--- src/rtl/snn_pkg.sv ---
`default_nettype none
// ============================================================================
// Package  : snn_pkg
// Brief    : Shared image geometry and loader state encoding for the SNN feeder.
// Revision : 1.0
// ============================================================================
package snn_pkg;

  localparam int IMG_PIXELS  = 784;
  localparam int IMG_BYTES   = 98;
  localparam int PIX_ADDR_W  = 10;
  localparam int BYTE_ADDR_W = 7;

  typedef enum logic [1:0] {
    LOAD  = 2'd0,
    START = 2'd1,
    RUN   = 2'd2
  } loader_state_t;

endpackage
`default_nettype wire

--- src/rtl/snn_img_buf.sv ---
`default_nettype none
// ============================================================================
// Module   : snn_img_buf
// Brief    : 98x8 image store with per-bit write mask and 1-bit registered read.
// Revision : 1.0
// ============================================================================
module snn_img_buf
  import snn_pkg::*;
(
  input  logic                   clk,
  input  logic                   rst_n,
  input  logic                   we,
  input  logic [BYTE_ADDR_W-1:0] waddr,
  input  logic [7:0]             wdata,
  input  logic [7:0]             wmask,
  input  logic [PIX_ADDR_W-1:0]  raddr,
  output logic                   q
);

  logic [7:0]             r_mem [IMG_BYTES];
  logic [BYTE_ADDR_W-1:0] w_rword;
  logic [2:0]             w_rbit;
  logic                   w_rin;

  assign w_rword = raddr[PIX_ADDR_W-1:3];
  assign w_rbit  = raddr[2:0];
  assign w_rin   = (raddr < PIX_ADDR_W'(IMG_PIXELS));

  // Storage is deliberately left out of reset so it maps onto plain RAM.
  always_ff @(posedge clk) begin
    if (we) begin
      r_mem[waddr] <= (r_mem[waddr] & ~wmask) | (wdata & wmask);
    end
  end

  always_ff @(posedge clk or negedge rst_n) begin
    if (!rst_n) begin
      q <= 1'b0;
    end else begin
      q <= w_rin ? r_mem[w_rword][w_rbit] : 1'b0;
    end
  end

endmodule
`default_nettype wire

--- src/rtl/snn_image_loader.sv ---
`default_nettype none
// ============================================================================
// Module   : snn_image_loader
// Brief    : Streams a 28x28 binary image into a buffer, kicks the SNN core,
//            serves its pixel reads and hands back the classified digit.
// Config   : SNN_LOADER_THRESH_EN - 784 grayscale bytes binarized by THRESHOLD
//            instead of the default 98 packed bytes (LSB first).
// Revision : 1.0
// ============================================================================
module snn_image_loader
  import snn_pkg::*;
#(
  parameter logic [7:0] THRESHOLD = 8'd127
) (
  input  logic                  clk,
  input  logic                  rst_n,
  input  logic [7:0]            in_data,
  input  logic                  in_valid,
  output logic                  in_ready,
  output logic                  start,
  input  logic [PIX_ADDR_W-1:0] addr_input_unit,
  output logic                  q_input,
  input  logic [3:0]            digit,
  input  logic                  done,
  output logic [3:0]            res_digit,
  output logic                  res_valid,
  input  logic                  res_ready,
  output logic                  busy
);

`ifdef SNN_LOADER_THRESH_EN
  localparam int c_cnt_w = PIX_ADDR_W;
  localparam int c_total = IMG_PIXELS;
`else
  localparam int c_cnt_w = BYTE_ADDR_W;
  localparam int c_total = IMG_BYTES;
  logic [7:0] w_unused_threshold;
  assign w_unused_threshold = THRESHOLD;
`endif
  localparam logic [c_cnt_w-1:0] c_last = c_cnt_w'(c_total - 1);
  localparam logic [c_cnt_w-1:0] c_full = c_cnt_w'(c_total);

  loader_state_t          r_state;
  logic [c_cnt_w-1:0]     r_wcount;
  logic                   w_accept;
  logic                   w_last_accept;
  logic                   w_full_next;
  logic                   w_res_free;
  logic [BYTE_ADDR_W-1:0] w_waddr;
  logic [7:0]             w_wdata;
  logic [7:0]             w_wmask;

  assign w_accept      = in_valid && in_ready;
  assign w_last_accept = w_accept && (r_wcount == c_last);
  assign w_full_next   = (r_wcount == c_full) || w_last_accept;
  // The slot is free if nothing is pending or the pending result leaves this cycle.
  assign w_res_free    = !res_valid || res_ready;

`ifdef SNN_LOADER_THRESH_EN
  assign w_waddr = r_wcount[PIX_ADDR_W-1:3];
  assign w_wdata = {8{in_data > THRESHOLD}};
  assign w_wmask = 8'b1 << r_wcount[2:0];
`else
  assign w_waddr = r_wcount;
  assign w_wdata = in_data;
  assign w_wmask = 8'hFF;
`endif

  always_ff @(posedge clk or negedge rst_n) begin
    if (!rst_n) begin
      r_state   <= LOAD;
      r_wcount  <= '0;
      in_ready  <= 1'b1;
      start     <= 1'b0;
      busy      <= 1'b0;
      res_valid <= 1'b0;
      res_digit <= 4'd0;
    end else begin
      start <= 1'b0;
      if (res_valid && res_ready) begin
        res_valid <= 1'b0;
      end
      case (r_state)
        LOAD: begin
          if (w_accept) begin
            r_wcount <= r_wcount + c_cnt_w'(1);
          end
          if (w_last_accept) begin
            in_ready <= 1'b0;
          end
          if (w_full_next && w_res_free) begin
            r_state <= START;
            start   <= 1'b1;
            busy    <= 1'b1;
          end
        end
        START: begin
          r_state <= RUN;
        end
        RUN: begin
          // A capture here overrides a same-cycle consumption above.
          if (done) begin
            res_digit <= digit;
            res_valid <= 1'b1;
            r_wcount  <= '0;
            in_ready  <= 1'b1;
            busy      <= 1'b0;
            r_state   <= LOAD;
          end
        end
        default: begin
          r_state <= LOAD;
        end
      endcase
    end
  end

  snn_img_buf u_img_buf (
    .clk   (clk),
    .rst_n (rst_n),
    .we    (w_accept),
    .waddr (w_waddr),
    .wdata (w_wdata),
    .wmask (w_wmask),
    .raddr (addr_input_unit),
    .q     (q_input)
  );

endmodule
`default_nettype wire

--- config.mk ---
export PLATFORM = sky130hd
export DESIGN_NAME = snn_image_loader
export DESIGN_NICKNAME = d
export VERILOG_FILES = /design/src/rtl/snn_pkg.sv /design/src/rtl/snn_img_buf.sv /design/src/rtl/snn_image_loader.sv
export SDC_FILE = /design/constraint.sdc
export NUM_CORES = 1
export LEC_CHECK = 0
export BUFFER_PORTS_ARGS = -buffer_cell sky130_fd_sc_hd__buf_2
export CORE_MARGIN = 2
export CORE_UTILIZATION = 32
export CTS_CLUSTER_DIAMETER = 40
export CTS_CLUSTER_SIZE = 40
export DETAILED_ROUTE_END_ITERATION = 12
export GPL_TIMING_DRIVEN = 0
export PLACE_DENSITY = 0.5
export REMOVE_ABC_BUFFERS = 1
export SLEW_MARGIN = 5
export SYNTH_ARGS = -nofsm -noshare
export SYNTH_HDL_FRONTEND = slang
export SYNTH_HIERARCHICAL = 1
export SYNTH_SLANG_ARGS = --single-unit
export TNS_END_PERCENT = 100
--- constraint.sdc ---
create_clock -name clk -period 5.95 [get_ports clk]
set_clock_uncertainty 0.1 [all_clocks]
set_input_delay 1.4875 -clock clk [delete_from_list [all_inputs] [get_ports clk]]
set_output_delay 1.4875 -clock clk [all_outputs]
set_load 0.05 [all_outputs]
==> out/results.tsv <==
metric	value	unit
CTS-repair resized insts	0	
CP max-delay cell	clkinv_2	
Final Net Count	2414	
pre-CTS setup slack	-0.529	ns
# Post-CTS Setup Buffers	0	
ys async rst share	2.24	%
Main synth FF type	edfxtp_1	
RSZ-0062 raised after global routing	false	
CTS tree	yes	
Mean Syn Cell Area	15.7	um2
global routing's busiest layer	met2	
area taken by flip-flops and latches	24000	um2
GPL Wtd Cong	0.851	
Critical Path AT	6.24	ns
Setup crit end kind	flip-flop	
Hold Vio Cnt, Final	0	
endpoints failing setup	0	
min Tclk post-route	5.80	ns
CTS Root Cell	clkbuf_16	
Multi-input gate area	11700	um2
Max Clock Freq	0.172	GHz
initial DRC count	3355	
Worst-path clk slew	0.05	ns
Util after Layout	39.2	%
CP peak stage delay	0.97	ns
Finished Cell Area	44200	um2
# clock sinks	802	
H-Tree Depth	4	
Fillers	10200	
placeable core region	113000	um2
vias in the first global route	24900	
Hold Path Class	flip-flop to flip-flop	
Worst Path Max Fanout	31	
share of cells above drive strength 1	20.5	%
first-pass GRT wire length	190	mm
die width	342	um
Slew Viols, Final	0	
met1 usage	29.7	%
TNS Setup	0	ns
GR Util met2	36.5	%
cell count after placement	3747	
WL per Instance	34.0	um
io pins	36	
Routed Antenna Nets	0	
count of flip-flops with a built-in enable after synthesis	784	
Synth area leader	edfxtp_1	
pwr dens	334	nW/um2
worst-case vdd ir drop	205	uV
P_leak	13.8	nW
top-count cell post-synth	edfxtp_1	
router iterations before antenna repair	5	
Clock Latency Late Sink	0.72	ns
Area Growth Syn to Fin	21.0	%
Layout Cells excl Fill	3993	
number of max-cap violations	0	
met3 global-route usage	5.49	%
required time of the critical path	6.38	ns
Mapped Cells	2321	
initial antenna violation count	3	
Residual DRC	0	
Cell Chain, Critical Path	buf_2 -> clkinv_2 -> nand2_1 -> or4_1 -> o21ai_0 -> nor4_1 -> o41ai_1 -> o31a_1 -> o31ai_1	
Bufs on Longest Clock Path	3	
initial core utilization	32.4	%
number of hold buffers added after CTS	0	
gr usage total	22.9	%
dpl hpwl	85.3	mm
Worst Tran Pin Value	1.43	ns
final worst-path cycle share	97.5	%
Fin Hold WS	0.386	ns
post-synthesis cell area	36500	um2
startpoint types	primary input	
top cells by count, synth	edfxtp_1, a22oi_1, mux2i_1, mux4_2, nor2_1	
Vias/cell	6.28	
Pwr Total	14.8	mW
vias	25100	
setup ws final	0.147	ns
total CTS buffers	134	
area fraction of the dominant cell type after synthesis	64.4	%
largest net degree at the start of global routing	78	
Max-slew headroom	4.71	%
CP bufs+invs	2	
WS Path Type	primary input to flip-flop	
row count	123	
CP top delay family	buffers and inverters	
yosys synthesis warning count	6	
GRT overflow	0	
post-placement cell area	39500	um2
synth top area cells	edfxtp_1, mux4_2, a22oi_1	
Routed WL	136	mm
Yosys cell types	68	
post-synthesis register bit count	802	
Die Ht	342	um
die area	117000	um2
status	completed	
Buffers on Ports	35	
register area share after synthesis	65.7	%
-- worst paths after layout --
path | depth (start not counted) | from | slack, ns | end
min in group asynchronous | 1 | rst_n | 0.61 | r_state[0]$_DFFE_PN0P_
max reg2reg | 4 | r_wcount[0]$_DFFE_PN0P_ | 1.37 | u_img_buf/r_mem[37][0]$_DFFE_PP_
max | 9 | addr_input_unit[6] | 0.15 | u_img_buf/q$_DFF_PN0_
min reg2reg | 1 | busy$_DFFE_PN0P_ | 0.39 | busy$_DFFE_PN0P_
min | 1 | busy$_DFFE_PN0P_ | 0.39 | busy$_DFFE_PN0P_
max in group asynchronous | 1 | rst_n | 4.80 | in_ready$_DFFE_PN1P_
-- power breakdown --
group          internal, mW  switching, mW  leakage (nW)  total [mW]
clock                  5.08           2.84          2.23        7.92
sequential             6.21       0.000159          7.26        6.21
combinational         0.217          0.419          4.31       0.636
total                  11.5           3.26          13.8        14.8
-- sequential cells by signal, indices dropped and copies added (netlist names) --
name,flops
u_img_buf/r_mem,784
r_wcount,7
res_digit,4
r_state,2
busy,1
in_ready,1
res_valid,1
start,1
u_img_buf/q,1
-- cell families (layout without fill, tap and decap cells) --
kind of cell / after synthesis / after routing / synth area share [%]
buf+inv: 214 / 372 / 2.99
fa+ha+maj: 3 / 3 / 0.103
compound gates: 678 / 678 / 13.9
simple gates: 324 / 324 / 4.32
other cells: 1 / 15 / 0.0103
flops: 802 / 802 / 65.7
mux: 299 / 299 / 13.0
-- cells in the final DEF (no fill, tap or decap), drive strengths merged, types with 18 or more instances in the layout --
master	count
buf	111
a21oi	40
inv	30
nand2	61
o221ai	52
o21ai	50
edfxtp	784
a221oi	39
a22oi	307
nor2	120
clkinv	53
a31oi	26
o22ai	29
a22o	40
clkbuf	146
mux2i	150
nand3	20
a41oi	37
nand4	40
mux4	139
bufinv	18
nor3	26
-- cell type report --
class	instances	area share [%]
diodes	1	0.00566
clock buffers	146	7.93
multi-input cells	1318	26.4
flip-flops and latches	802	54.3
well taps	1500	4.24
clock inverters	98	2.56
inverters	17	0.147
repair buffers	111	4.47
-- layer usage --
| layer | vias up | part of all wire, % | wire (um) |
|---|---|---|---|
| met5 | - | 0.017 | 23 |
| met4 | 4 | 4.3 | 5840 |
| met3 | 334 | 10 | 14100 |
| met2 | 1761 | 47 | 63900 |
| met1 | 12900 | 38 | 51900 |
| li1 | 10000 | - | - |
-- worst reg2reg max path: cells and delay by family, from the launching register on --
kind | cells | cell delay [ns]
flip-flops | 1 | 0.75
buffers and inverters | 1 | 0.24
AND/OR/NAND/NOR | 3 | 3.10
(Power assumes the default switching activity.)
